--- src/rtl/wb_write_queue.sv ---
// wb_write_queue: merges ALU and memory write-back requests into one
// registered register-file write stream through a small FIFO.
// Optional feature macro WBQ_BYPASS_EN: an accepted request skips an empty FIFO.
module wb_write_queue #(
    parameter int W     = 16,
    parameter int N     = 3,
    parameter int DEPTH = 4
) (
    input  logic              clk,
    input  logic              rst,
    input  logic              mem_valid,
    input  logic [N-1:0]      mem_wa,
    input  logic [W-1:0]      mem_wd,
    output logic              mem_ready,
    input  logic              alu_valid,
    input  logic [N-1:0]      alu_wa,
    input  logic [W-1:0]      alu_wd,
    output logic              alu_ready,
    output logic              regWrite,
    output logic [N-1:0]      WA,
    output logic [W-1:0]      WD,
    output logic [(1<<N)-1:0] pending,
    output logic              busy
);

    localparam int AW = (DEPTH > 1) ? $clog2(DEPTH) : 1;
    localparam int CW = $clog2(DEPTH + 1);

    logic [N-1:0]  wa_mem [DEPTH];
    logic [W-1:0]  wd_mem [DEPTH];

    logic [AW-1:0] wr_q, wr_d;
    logic [AW-1:0] rd_q, rd_d;
    logic [CW-1:0] cnt_q, cnt_d;
    logic          rw_q, rw_d;
    logic [N-1:0]  wa_q, wa_d;
    logic [W-1:0]  wd_q, wd_d;

    logic          not_full;
    logic          push;
    logic          pop;
    logic          bypass;
    logic          fifo_push;
    logic [N-1:0]  push_wa;
    logic [W-1:0]  push_wd;

    // Space is judged on the registered count only; a same-edge pop
    // never frees a slot early. Memory path wins as it is older.
    assign not_full  = !rst && (cnt_q < CW'(DEPTH));
    assign mem_ready = not_full;
    assign alu_ready = not_full && !mem_valid;

    assign push    = (mem_valid && mem_ready) || (alu_valid && alu_ready);
    assign push_wa = mem_valid ? mem_wa : alu_wa;
    assign push_wd = mem_valid ? mem_wd : alu_wd;
    assign pop     = (cnt_q != '0);

`ifdef WBQ_BYPASS_EN
    assign bypass = push && !pop;
`else
    assign bypass = 1'b0;
`endif

    assign fifo_push = push && !bypass;

    // Next state: pop the head onto the write port, or bypass, else idle.
    always_comb begin
        wr_d  = wr_q;
        rd_d  = rd_q;
        rw_d  = 1'b0;
        wa_d  = wa_q;
        wd_d  = wd_q;
        if (pop) begin
            rw_d = 1'b1;
            wa_d = wa_mem[rd_q];
            wd_d = wd_mem[rd_q];
            rd_d = rd_q + AW'(1);
        end else if (bypass) begin
            rw_d = 1'b1;
            wa_d = push_wa;
            wd_d = push_wd;
        end
        if (fifo_push) begin
            wr_d = wr_q + AW'(1);
        end
        cnt_d = cnt_q + CW'(fifo_push) - CW'(pop);
    end

    // Control and output registers; reset drops any queued writes.
    always_ff @(posedge clk or posedge rst) begin
        if (rst) begin
            wr_q  <= '0;
            rd_q  <= '0;
            cnt_q <= '0;
            rw_q  <= 1'b0;
            wa_q  <= '0;
            wd_q  <= '0;
        end else begin
            wr_q  <= wr_d;
            rd_q  <= rd_d;
            cnt_q <= cnt_d;
            rw_q  <= rw_d;
            wa_q  <= wa_d;
            wd_q  <= wd_d;
        end
    end

    // FIFO storage; contents are only meaningful below the count.
    always_ff @(posedge clk) begin
        if (fifo_push) begin
            wa_mem[wr_q] <= push_wa;
            wd_mem[wr_q] <= push_wd;
        end
    end

    // Pending mask: every occupied entry, not the one on the write port.
    always_comb begin
        pending = '0;
        for (int i = 0; i < DEPTH; i++) begin
            if (CW'(i) < cnt_q) begin
                pending[wa_mem[rd_q + AW'(i)]] = 1'b1;
            end
        end
    end

    assign regWrite = rw_q;
    assign WA       = wa_q;
    assign WD       = wd_q;
    assign busy     = (cnt_q != '0) || rw_q;

endmodule
--- config.mk ---
export PLATFORM = sky130hd
export DESIGN_NAME = wb_write_queue
export DESIGN_NICKNAME = d
export VERILOG_FILES = /design/src/rtl/wb_write_queue.sv
export SDC_FILE = /design/constraint.sdc
export NUM_CORES = 1
export LEC_CHECK = 0
export ABC_AREA = 1
export CORE_ASPECT_RATIO = 1.1
export CORE_MARGIN = 3
export CORE_UTILIZATION = 30
export DETAILED_ROUTE_END_ITERATION = 6
export PLACE_DENSITY = 0.53
export SETUP_SLACK_MARGIN = 0.5
export SLEW_MARGIN = 30
export SYNTH_ARGS = -nofsm -noshare
export SYNTH_HDL_FRONTEND = slang
export SYNTH_SLANG_ARGS = --single-unit
export TNS_END_PERCENT = 50
--- constraint.sdc ---
create_clock -name clk -period 2.5 [get_ports clk]
set_clock_uncertainty 0.05 [all_clocks]
set_input_delay 0.5 -clock clk [delete_from_list [all_inputs] [get_ports clk]]
set_output_delay 0.5 -clock clk [all_outputs]
set_load 0.02 [all_outputs]
# Word-level counts from Yosys, hierarchy flattened
# Memories as Yosys holds them, arrays and structs flattened. A register that Yosys moved wholly into a read port is not among the register bits.
# Cells that the tools add are included.
# op_classes
mux	17
n_addsub	6
bitwise_logic	3
n_lt_le_gt_ge	13
reduce_logical	13
# op_table
cell	count
$mux W8	4
$or A8 B8 Y8	3
$lt A3 B4 Y1 const B	4
$mux W16	1
$demux W1 S3	4
$ge A3 B1 Y1 const B	4
$logic_and A1 B1 Y1	8
$mux W1	7
$lt A1 B3 Y1 const A	2
$lt A2 B3 Y1 const A	2
$add A2 B1 Y2 const B	2
$add A2 B2 Y2 const B	2
$add A3 B1 Y3	1
$lt A3 B3 Y1 const B	1
$mux W3	1
$reduce_bool A3 Y1	1
$sub A3 B1 Y3	1
$logic_not A1 Y1	2
$logic_or A1 B1 Y1	2
# word_totals
ram_bits	76
input_bits	42
mem_count	2
out_inout_bits	31
elab_cells	59
register_bits	11
# memory_table
name	depth	word_bits	read_ports	rd_clocked_by_memory_dff	wr	line_no	source
wd_mem	4	16	1	1	1	30	logic [W-1:0] wd_mem [DEPTH];
wa_mem	4	3	4	0	1	29	logic [N-1:0] wa_mem [DEPTH];

# Depth between registers and ports, before layout
# Gate-level depths: netlist of run 1.
# An unclocked memory read counts as a cell.
# depth
ltp_word	12
ltp_mapped	10
depth_no_buf	9

# Worst setup path before layout of run 1
# Ideal clock, no wire load.
# synth_timing
path_type	input-to-reg
start	input rst
end	memory wa_mem[0][0] (enable)
arrival_ns	1.976
n_path_buf	0
setup_time_ns	0.395
setup_slack_ns	0.080
t_required_ns	2.055
path_stages	3
path_cell_list	nor2_1 o21ai_1 nor2_1
# synth_between
elab_chain_len	7
word_cells_on_any_way	8
cone_classes	2 x mux; 6 x reduce/logical
# synth_lines
item	line_no	source
start, declared	10	input logic rst,
$logic_not A1 Y1 (no line) (*)	-	
$logic_and A1 B1 Y1 (*)	49	assign not_full = !rst && (cnt_q < CW'(DEPTH));
$logic_and A1 B1 Y1	51	assign alu_ready = not_full && !mem_valid;
$logic_and A1 B1 Y1	53	assign push = (mem_valid && mem_ready) || (alu_valid && alu_ready);
$logic_or A1 B1 Y1 (*)	53	
$mux W1 (*)	110	if (fifo_push) begin
$mux W1 (not written as such) (*)	111	wa_mem[wr_q] <= push_wa;
end, declared	29	
# Every way passes the cells marked *; elsewhere a longest branch is shown, timed or not.

# Worst setup path in the final report of run 1
# layout_timing
start	register rd_q[0]
end	output pending[0]
# layout_between
elab_chain_len	12
word_cells_on_any_way	31
cone_classes	3 x add/sub; 8 x order compare; 12 x mux; 3 x bitwise; 4 x reduce/logical; 1 x memory
# layout_lines
item	line_no	source
start, declared	33	logic [AW-1:0] rd_q, rd_d;
start signal, assigned	100	rd_q <= rd_d;
$add A2 B1 Y2 / $mem_v2 Z4 W3 (equally long branches)	-	
$mem_v2 Z4 W3 (*)	-	
$lt A3 B4 Y1 (not written as such) (tied with other cells)	121	pending[wa_mem[rd_q + AW'(i)]] = 1'b1;
$logic_and A1 B1 Y1 (not written as such) / $mux W1 (equally long branches)	121	
$mux W1 (not written as such) / $demux W1 S3 (equally long branches)	121	
$demux W1 S3 / $mux W8 (equally long branches)	121, 120	
$or A8 B8 Y8 (no line)	-	
$mux W8	120	if (CW'(i) < cnt_q) begin
$or A8 B8 Y8 (no line)	-	
$mux W8	120	
$or A8 B8 Y8 (no line)	-	
$mux W8 (*)	120	
end, declared	22	output logic [(1<<N)-1:0] pending,
# Marks and branches as above.

==> results of run 1 <==
[cell type report]
class / instances / share of cell area
Timing Repair Buffer: 105 / 0.163
Multi-Input combinational cell: 354 / 0.293
Inverter: 38 / 0.0217
Clock buffer: 11 / 0.0363
Tap cell: 200 / 0.0375
Sequential cell: 103 / 0.443
Clock inverter: 5 / 0.00506
[through the flow]
stage / util / area, sq um / std cells / hold WS, ps
floorplan: - / 4960 / 511 / 464
global placement: 0.386 / 6110 / 795 / 417
detailed placement: 0.386 / 6110 / 795 / 414
CTS: 0.414 / 6570 / 816 / 442
global route: 0.421 / 6680 / 816 / 456
finish: 0.421 / 6680 / 816 / 438
[final timing paths]
kind                                     startpoint             endpoint  slack [ps]  cells past startpoint
worst max-delay path            rd_q[0]$_DFFE_PP0P_           pending[0]          60                     10
worst min-delay path              WD[7]$_DFFE_PP0P_    WD[7]$_DFFE_PP0P_         440                      2
worst min register to register    WD[7]$_DFFE_PP0P_    WD[7]$_DFFE_PP0P_         440                      2
worst max register to register   cnt_q[1]$_DFF_PP0_   cnt_q[1]$_DFF_PP0_         350                     10
max in group asynchronous                       rst  rd_q[0]$_DFFE_PP0P_        1480                      3
min in group asynchronous                       rst    WD[0]$_DFFE_PP0P_         610                      3
[state kept, by name, indices dropped and copies added (netlist names)]
name and count:
wd_mem 64, cnt_q 3, WA 3, WD 16
wa_mem 12, regWrite 1, rd_q 2, wr_q 2
[metal layers]
layer | up-vias | share of wire | wire (um)
met1 | 1831 | 0.43 | 5410
met2 | 91 | 0.51 | 6460
met4 | 0 | 0.022 | 285
met5 | - | 0 | 0
met3 | 21 | 0.041 | 520
li1 | 1877 | - | -
[what timing repair did]
item,in CTS,in global routing
gates resized for setup,73,32
setup endpoints to repair,13,13
setup buffers,2,0
hold buffers,0,0
gates cloned,3,0
pin swaps,7,11
[cell families after synthesis]
kind of cell	after synthesis	share of synthesized area
muxes	19	0.0437
DFF	103	0.604
buffers and inverters	54	0.0460
adders and majority gates	9	0.0245
and+or+nand+nor	309	0.258
AOI/OAI and AO/OA	14	0.0187
xor gates and xnor gates	3	0.00537
[power by group through the flow]
stage	combinational, uW	clock (uW)	sequential (uW)
after floorplan	2380	0	2640
after global placement	4220	0	2440
after detailed placement	4290	0	2450
after CTS	4610	1340	2430
after global routing	5310	1420	2470
final	4830	1310	2430
[synth_stat cells]
library cell / n
o21ai_1: 1
a21oi_2: 1
nor3_2: 1
nand2_2: 3
a21oi_1: 2
buf_4: 2
and3_1: 1
nand2_1: 217
nor2_1: 32
o21ai_0: 4
ha_1: 8
nor2_2: 1
xor2_1: 3
nor3_1: 1
nand3_1: 40
o21ai_2: 2
inv_1: 32
mux2_2: 19
buf_2: 12
edfxtp_1: 76
or2_2: 1
clkbuf_1: 2
nand4_1: 12
dfrtp_1: 27
fa_1: 1
inv_2: 6
a22oi_1: 4
[critical path: cells and delay by family (launching register included)]
kind,cells,cell delay (ps)
buffers and inverters,3,420
flip-flops,1,450
AND/OR/NAND/NOR,7,690
==> metrics.log, run 1 <==
INFO  metric netlist_instances = 511
INFO  metric syn-num-nets = 562
INFO  metric yosys_warnings = 0
INFO  metric worstPathCellList = inv_4, buf_12, nand2_2, nand3_4, nand2_2, nand2_4, nor2_1, nor2_1, nand3_1, buf_4
INFO  metric final_cell_mix = 187 x nand2_1, 76 x edfxtp_1, 63 x clkdlybuf4s50_1
INFO  metric grtUsageTotal = 0.144
INFO  metric clock_buffer_depth = 2
INFO  metric number_of_antenna_repair_diodes = 0
INFO  metric grt_first_pass_wirelength = 19.9 mm
INFO  metric synth.top_cells.by_area = edfxtp_1 47%, nand2_1 17%, dfrtp_1 14%
INFO  metric fmaxAchievable = 409 MHz
INFO  metric critical_path_class = reg -> out
INFO  metric min_path_type = reg -> reg
INFO  metric critPathArrivalTime = 1890 ps
INFO  metric nNetsFinal = 662
INFO  metric result_of_the_run = finished clean
INFO  metric clk_pin_slew = 70 ps
INFO  metric power.static_leakage = 0.00278 uW
INFO  metric synth.largest_area_cell = edfxtp_1
INFO  metric die-width = 128 um
INFO  metric die_area = 0.0179 sq mm
INFO  metric worst_ir_drop_vdd = 0.000582 V
INFO  metric numClockSinks = 103
INFO  metric ant_nets = 0
INFO  metric drt-wirelength-per-cell = 15.5 um
INFO  metric timing.critical_path.slowest_stage_cell = dfrtp_2
INFO  metric clkPwrFrac = 0.152
INFO  metric yosys.cell_types.count = 27
INFO  metric setup_viol_count_final = 0
INFO  metric detail_route.drc_violations = 0
INFO  metric met3_usage = 0.0275
INFO  metric power_switching = 3670 uW
INFO  metric core_area = 0.0159 sq mm
INFO  metric floorplan.rows = 48
INFO  metric area.growth.synth_to_final = 36.4%
INFO  metric pwr_density_cell = 1280 mW/mm^2
INFO  metric drv.max_cap_violation_count = 0
INFO  metric global_route.overflow_total = 0
INFO  metric fraction_of_layout_instances_using_a_drive_strength_above_1 = 0.235
INFO  metric busiest_layer = met2
INFO  metric drt_first_pass_iters = 4
INFO  metric io_buffer_count = 72
INFO  metric pin_count_of_the_biggest_net_entering_global_routing = 28
INFO  metric finalCritPeriodShare = 0.977
INFO  metric report.final.hold_viol_count = 0
INFO  metric drt_iter0_markers = 168
INFO  metric timing.final.max_slew_violations = 0
INFO  metric netlist_area = 0.00490 sq mm
INFO  metric yosys_register_bits = 103
INFO  metric clock-root-buffer = clkbuf_16
INFO  metric detailroute.via_count = 3820
INFO  metric via_count_of_the_first_global_routing_pass = 3901
INFO  metric detail_route.vias_per_cell = 4.68
INFO  metric ios = 73
INFO  metric worst_path_largest_cell_delay = 450 ps
INFO  metric power_switching_share = 0.428
INFO  metric worst-slew-pin-transition = 758 ps
INFO  metric grt_antenna_before_repair = 0
INFO  metric cts_buffers = 9
INFO  metric grt.met2_usage = 0.254
INFO  metric chipHeight = 140 um
INFO  metric comb_power_share = 0.564
INFO  metric seqCellArea = 0.00296 sq mm
INFO  metric grt_setup_unrepaired = yes
INFO  metric slew-limit-headroom = 0.494
INFO  metric finalPower = 8570 uW
INFO  metric detailed_place_hpwl = 8.48 mm
INFO  metric setup_tns = 0 ps
INFO  metric preCtsSetupSlack = -19.4 ps
INFO  metric cts_max_level = 3
INFO  metric multiInputGateArea = 0.00196 sq mm
INFO  metric synth_top_area_frac = 0.466
INFO  metric end_kind = output pin
INFO  metric routability_driven_placement_congestion_ratio = 0.891
INFO  metric start_kind = flip-flop
INFO  metric global_route.usage.met1 = 0.171
INFO  metric mostFrequentLayoutCell = nand2_1
INFO  metric wl = 12.7 mm
INFO  metric initial_utilization = 0.309
INFO  metric fillerInstances = 1576
INFO  metric clk_latency = 350 ps
INFO  metric worst-endpoint-required = 1950 ps
INFO  metric cts_tree = yes
INFO  metric synth_seq_area_share = 0.604
INFO  metric crit_fanout = 10
INFO  metric internal-power = 4900 uW
INFO  metric p_seq_frac = 0.284
INFO  metric syn_area_per_cell = 9.58 sq um
INFO  metric final.min_clock_period = 2440 ps
INFO  metric fin_ws = 56.8 ps
Note: power is estimated with default switching activity, not from simulation.
==> run 2: changes to the inputs <==
--- a/config.mk
+++ b/config.mk
@@ -8,9 +8,9 @@
 export ABC_AREA = 1
 export CORE_ASPECT_RATIO = 1.1
 export CORE_MARGIN = 3
-export CORE_UTILIZATION = 30
+export CORE_UTILIZATION = 49
 export DETAILED_ROUTE_END_ITERATION = 6
-export PLACE_DENSITY = 0.53
+export PLACE_DENSITY = 0.8
 export SETUP_SLACK_MARGIN = 0.5
 export SLEW_MARGIN = 30
 export SYNTH_ARGS = -nofsm -noshare
==> constraint.sdc (replaced) <==
create_clock -name clk -period 2.2 [get_ports clk]
set_clock_uncertainty 0.05 [all_clocks]
set_input_delay 0.44 -clock clk [delete_from_list [all_inputs] [get_ports clk]]
set_output_delay 0.44 -clock clk [all_outputs]
set_load 0.02 [all_outputs]
==> metrics.log, run 2 (synthesis gave the netlist of run 1 again) <==
INFO  metric initial_utilization = 0.514 (+0.205)
INFO  metric io_buffer_count = 72 (unchanged)
INFO  metric grt_antenna_before_repair = 0 (unchanged)
INFO  metric final_cell_mix = 145 x nand2_1, 76 x edfxtp_1, 45 x nand2_2
INFO  metric number_of_antenna_repair_diodes = 0 (unchanged)
INFO  metric detail_route.vias_per_cell = 5.60 (+20%)
INFO  metric via_count_of_the_first_global_routing_pass = 4267 (+9.4%)
INFO  metric routability_driven_placement_congestion_ratio = 0.890 (about the same)
INFO  metric drt_iter0_markers = 306 (+82%)
INFO  metric drt_first_pass_iters = 6 (+2)
INFO  metric core_area = 0.00954 sq mm (-40%)
INFO  metric die_area = 0.0112 sq mm (-37%)
INFO  metric chipHeight = 111 um (-21%)
INFO  metric cts_buffers = 9 (unchanged)
INFO  metric placement.cell_area = 0.00610 sq mm (-0.31%)
INFO  metric ios = 73 (unchanged)
INFO  metric wl = 14.4 mm (+13%)
INFO  metric report.final.hold_viol_count = 0 (unchanged)
INFO  metric floorplan.rows = 37 (-23%)
INFO  metric min_path_type = in -> async
INFO  metric pwr_density_cell = 1490 mW/mm^2 (+16%)
INFO  metric detail_route.drc_violations = 0 (unchanged)
INFO  metric numClockSinks = 103 (unchanged)
INFO  metric worst-endpoint-required = 1710 ps (-240 ps)
INFO  metric timing.final.max_slew_violations = 0 (unchanged)
INFO  metric area.growth.synth_to_final = 48.1%
INFO  metric start_kind = flip-flop
INFO  metric setup_tns = -1280 ps (-1280 ps)
INFO  metric mostFrequentLayoutCell = nand2_1
INFO  metric multiInputGateArea = 0.00238 sq mm (+21%)
INFO  metric violations = negative setup slack
INFO  metric clock-root-buffer = clkbuf_8
INFO  metric die-width = 101 um (-21%)
INFO  metric fillerInstances = 575 (-64%)
INFO  metric worst_ir_drop_vdd = 0.000964 V (+66%)
INFO  metric ant_nets = 0 (unchanged)
INFO  metric fmaxAchievable = 419 MHz
INFO  metric setup_viol_count_final = 8 (+8)
INFO  metric power.static_leakage = 0.00320 uW (+15%)
INFO  metric detailroute.via_count = 4253 (+11%)
INFO  metric fin_ws = -189 ps (-245 ps)
INFO  metric top_register = wd_mem
INFO  metric finalPower = 10800 uW (+26%)
INFO  metric global_route.overflow_total = 0 (unchanged)
INFO  metric end_kind = output pin
INFO  metric crit_fanout = 6 (-4)
INFO  metric worst-slew-pin-transition = 641 ps (-117 ps)
INFO  metric seqCellArea = 0.00296 sq mm (unchanged)
INFO  metric critPathArrivalTime = 1900 ps (about the same)
INFO  metric drv.max_cap_violation_count = 0 (unchanged)
INFO  metric final_area = 0.00725 sq mm (+8.6%)
INFO  metric grt_setup_unrepaired = yes
INFO  metric slew-limit-headroom = 0.572 (+0.0783)
INFO  metric clock_buffer_depth = 2 (unchanged)
INFO  metric clk_latency = 370 ps (+20 ps)
INFO  metric cts_max_level = 3 (unchanged)
INFO  metric hold_fix_buffer_count_after_cts = 0 (unchanged)
INFO  metric critical_path_class = reg -> out
INFO  metric grt_first_pass_wirelength = 20.8 mm (+4.5%)
INFO  metric grtUsageTotal = 0.237 (+0.0938)
INFO  metric nNetsFinal = 689 (+4.1%)
INFO  metric final.min_clock_period = 2390 ps
INFO  metric finalCritPeriodShare = 1.09
INFO  metric clk_pin_slew = 110 ps (+40 ps)
INFO  metric drt-wirelength-per-cell = 18.9 um (+22%)
INFO  metric result_of_the_run = finished with violations
INFO  metric pin_count_of_the_biggest_net_entering_global_routing = 28 (unchanged)
INFO  metric detailed_place_hpwl = 8.43 mm (-0.51%)
INFO  metric fraction_of_layout_instances_using_a_drive_strength_above_1 = 0.381 (+0.146)
INFO  metric largest_register_ffs = 64 (unchanged)
INFO  metric postLayoutCoreUtil = 0.761 (+0.339)
INFO  metric cts_tree = yes
==> run 2: cell types whose count changed in the layout (fill, tap and decap cells not counted), sizes merged, moves of 3 or more <==
cell	delta
buf	+27
clkdlybuf4s50	-24
dlygate4sd2	+20
inv	+3
==> run 2: repair_timing <==
action / in CTS / in global routing
pin swaps: 69 / 39
gates resized for setup: 226 / 59
gates cloned: 2 / 3
setup endpoints to repair: 33 / 186
buffers inserted: 15 / 6
endpoints found under the hold margin: 0 / 0
==> run 2: layer usage <==
layer	wire, um	GRT usage
met5	0	0
met1	5050	0.266
met3	792	0.0277
met4	491	0.112
met2	8030	0.436
==> run 2: report_power, final <==
part | switching (uW) | internal, uW
logic | 3980 | 2850
registers | 295 | 2540
clock network | 713 | 445
==> run 2: area by class of cell <==
cell class | instances | area share
Sequential cell | 103 | 0.408
Multi-Input combinational cell | 355 | 0.328
Timing Repair Buffer | 131 | 0.197
Inverter | 38 | 0.0204
Tap cell | 117 | 0.0202
Clock buffer | 10 | 0.0176
Clock inverter | 6 | 0.00862
==> run 2: final timing paths <==
kind	from	end	slack (ps)	cells past startpoint
max in group asynchronous	rst	rd_q[0]$_DFFE_PP0P_	1400	3
setup / recovery	rd_q[0]$_DFFE_PP0P_	pending[7]	-190	10
setup reg to reg	cnt_q[2]$_DFF_PP0_	cnt_q[1]$_DFF_PP0_	70	11
hold / removal	rst	cnt_q[0]$_DFF_PP0_	360	3
hold reg to reg	WD[4]$_DFFE_PP0P_	WD[4]$_DFFE_PP0P_	430	2
min in group clk	WD[4]$_DFFE_PP0P_	WD[4]$_DFFE_PP0P_	430	2
==> run 2: worst max-delay path, cell delays in order (launching register included) <==
cell     delay [ps]
dfrtp_2         460
buf_4           180
nand2_1         150
nand2_1          80
nand2_1          60
nand2_1          90
nand2_1         100
nor2_1           50
nor2_1          130
nand3_2          90
buf_6           130
==> run 2: through the flow <==
step,hold WS (ps),std cells,worst slack (ps)
2_1_floorplan,443,511,112
3_3_place_gp,416,718,-230
3_5_place_dp,414,718,-277
4_1_cts,302,751,-114
5_1_grt,395,760,-309
6_report,364,760,-189
==> run 3: changes to the inputs <==
--- a/config.mk
+++ b/config.mk
@@ -6,7 +6,6 @@
 export NUM_CORES = 1
 export LEC_CHECK = 0
 export ABC_AREA = 1
-export CORE_ASPECT_RATIO = 1.1
 export CORE_MARGIN = 3
 export CORE_UTILIZATION = 49
 export DETAILED_ROUTE_END_ITERATION = 6
==> metrics.log, run 3 (synthesis gave the netlist of run 1 again) <==
INFO  metric result_of_the_run = finished with violations
INFO  metric violations = negative setup slack
INFO  metric detail_route.vias_per_cell = 5.19 (-7.2%)
INFO  metric number_of_instances_on_the_worst_hold_path = 2
INFO  metric end_kind = output pin
INFO  metric hold_slack = 441 ps (+76.5 ps)
INFO  metric grtUsageTotal = 0.216 (-0.0217)
INFO  metric core_area = 0.00946 sq mm (-0.81%)
INFO  metric ios = 73 (unchanged)
INFO  metric worst-endpoint-required = 1710 ps (about the same)
INFO  metric wl = 12.3 mm (-14%)
INFO  metric finalPower = 9680 uW (-11%)
INFO  metric critical_path_class = reg -> out
INFO  metric global_route.overflow_total = 0 (unchanged)
INFO  metric min_path_type = reg -> reg
INFO  metric drt_iter0_markers = 279 (-8.8%)
INFO  metric p_seq_frac = 0.284 (+0.022)
INFO  metric worst-slew-pin-transition = 390 ps (-251 ps)
INFO  metric detailed_place_hpwl = 8.28 mm (-1.8%)
INFO  metric grt_setup_unrepaired = yes
INFO  metric floorplan.rows = 35 (-5.4%)
INFO  metric fmaxAchievable = 421 MHz (+0.54%)
INFO  metric drv.max_cap_violation_count = 0 (unchanged)
INFO  metric initial_utilization = 0.518 (+0.00421)
INFO  metric power.static_leakage = 0.00304 uW (-5.2%)
INFO  metric final_cell_mix = 183 x nand2_1, 76 x edfxtp_1, 39 x clkdlybuf4s50_1
INFO  metric worst_ir_drop_vdd = 0.000845 V (-12%)
INFO  metric die-width = 106 um (+4.6%)
INFO  metric drt-wirelength-per-cell = 16.1 um (-15%)
INFO  metric routability_driven_placement_congestion_ratio = 0.957 (+7.5%)
INFO  metric drt_first_pass_iters = 4 (-2)
INFO  metric clkPwrFrac = 0.122 (+0.015)
INFO  metric comb_power_share = 0.593 (-0.038)
INFO  metric postLayoutCoreUtil = 0.720 (-0.0409)
INFO  metric finalCritPeriodShare = 1.08 (-0.00578)
INFO  metric crit_fanout = 9 (+3)
INFO  metric die_area = 0.0112 sq mm (about the same)
INFO  metric power_switching = 4260 uW (-15%)
INFO  metric grt_antenna_before_repair = 0 (unchanged)
INFO  metric via_count_of_the_first_global_routing_pass = 3985 (-6.6%)
INFO  metric detail_route.drc_violations = 0 (unchanged)
INFO  metric clk_pin_slew = 90 ps (-20 ps)
INFO  metric clk_latency = 370 ps (about the same)
INFO  metric slew-limit-headroom = 0.740 (+0.168)
INFO  metric internal-power = 5420 uW (-7.0%)
INFO  metric timing.final.max_slew_violations = 0 (unchanged)
INFO  metric number_of_antenna_repair_diodes = 0 (unchanged)
INFO  metric r2r.worst_path.cells = 10 (-1)
INFO  metric nNetsFinal = 681 (-1.2%)
INFO  metric final.min_clock_period = 2380 ps (-12.7 ps)
INFO  metric top_register = wd_mem
INFO  metric cts_buffers = 9 (unchanged)
INFO  metric start_kind = flip-flop
INFO  metric cts_tree = yes
INFO  metric fin_ws = -176 ps (+12.7 ps)
INFO  metric grt_first_pass_wirelength = 19.0 mm (-8.7%)
INFO  metric detailroute.via_count = 3967 (-6.7%)
INFO  metric power_switching_share = 0.440 (-0.0215)
INFO  metric chipHeight = 106 um (-4.4%)
INFO  metric area.growth.synth_to_final = 39.0%
INFO  metric pin_count_of_the_biggest_net_entering_global_routing = 28 (unchanged)
INFO  metric mostFrequentLayoutCell = nand2_1
INFO  metric clock_buffer_depth = 2 (unchanged)
INFO  metric ant_nets = 0 (unchanged)
INFO  metric io_buffer_count = 72 (unchanged)
INFO  metric report.final.hold_viol_count = 0 (unchanged)
INFO  metric cts_max_level = 3 (unchanged)
INFO  metric fraction_of_layout_instances_using_a_drive_strength_above_1 = 0.283 (-0.0976)
INFO  metric clock-root-buffer = clkbuf_8
INFO  metric critPathArrivalTime = 1890 ps (about the same)
INFO  metric largest_register_ffs = 64 (unchanged)
INFO  metric pwr_density_cell = 1420 mW/mm^2 (-4.7%)
INFO  metric setup_viol_count_final = 8 (unchanged)
INFO  metric numClockSinks = 103 (unchanged)
## run 3: cell count changes in the layout (fill, tap and decap cells not counted), sizes merged
cell	delta
clkinvlp	+2
nand2	-1
clkinv	+1
inv	-3
dlygate4sd2	-17
bufinv	+1
clkbuf	-2
buf	-6
dlymetal6s2s	+17
## run 3: worst paths after layout
check	from	end	slack [ps]
hold / removal	WD[2]$_DFFE_PP0P_	WD[2]$_DFFE_PP0P_	440
setup / recovery	rd_q[0]$_DFFE_PP0P_	pending[6]	-180
max in group asynchronous	rst	rd_q[0]$_DFFE_PP0P_	1320
hold reg to reg	WD[2]$_DFFE_PP0P_	WD[2]$_DFFE_PP0P_	440
setup reg to reg	cnt_q[2]$_DFF_PP0_	cnt_q[1]$_DFF_PP0_	170
min in group asynchronous	rst	WD[0]$_DFFE_PP0P_	460
## run 3: cell type report
class | count | area [sq um]
clock buffers | 9 | 124
clock inverters | 7 | 78.8
fillers | 672 | 2650
inverters | 38 | 151
multi-input cells | 354 | 2020
flip-flops and latches | 103 | 2960
well taps | 129 | 161
repair buffers | 124 | 1320
## run 3: per-stage QoR
step | TNS (ps) | worst slack [ps] | cell area, sq um | std cells
2_1_floorplan | 0 | 112 | 4970 | 511
3_3_place_gp | -1500 | -172 | 6140 | 737
3_5_place_dp | -2090 | -259 | 6140 | 737
4_1_cts | -1320 | -209 | 6450 | 758
5_1_grt | -2120 | -314 | 6810 | 764
6_report | -1270 | -176 | 6810 | 764
## run 3: layer usage
metal | vias up | GRT usage | wire length, um
met5 | - | 0 | 0
met4 | 0 | 0.0814 | 340
met3 | 28 | 0.0346 | 544
met2 | 122 | 0.385 | 6480
met1 | 1903 | 0.263 | 4940
li1 | 1914 | - | -
## run 3: timing repair
item / in CTS / in global routing
setup endpoints to repair: 33 / 180
resized for setup: 83 / 88
hold buffers: 0 / 0
setup buffers: 5 / 5
gates cloned: 0 / 1
pin swaps: 8 / 13
## run 3: power by group through the flow
stage | Combinational [uW] | Clock (uW) | Sequential (uW)
finish | 5750 | 1190 | 2750
floorplan | 2720 | 0 | 3000
CTS | 5170 | 1210 | 2740
global placement | 4850 | 0 | 2750
detailed placement | 5010 | 0 | 2770
global route | 6240 | 1290 | 2800
## run 3: worst max-delay path, stage by stage (launching register included)
cell	delay, ps
dfrtp_2	460
inv_4	120
buf_12	130
nand2_1	50
nand2_1	110
nand2_1	90
nand2_2	110
nand2_2	80
nor2_1	110
nor2_1	60
nand3_1	70
buf_4	140
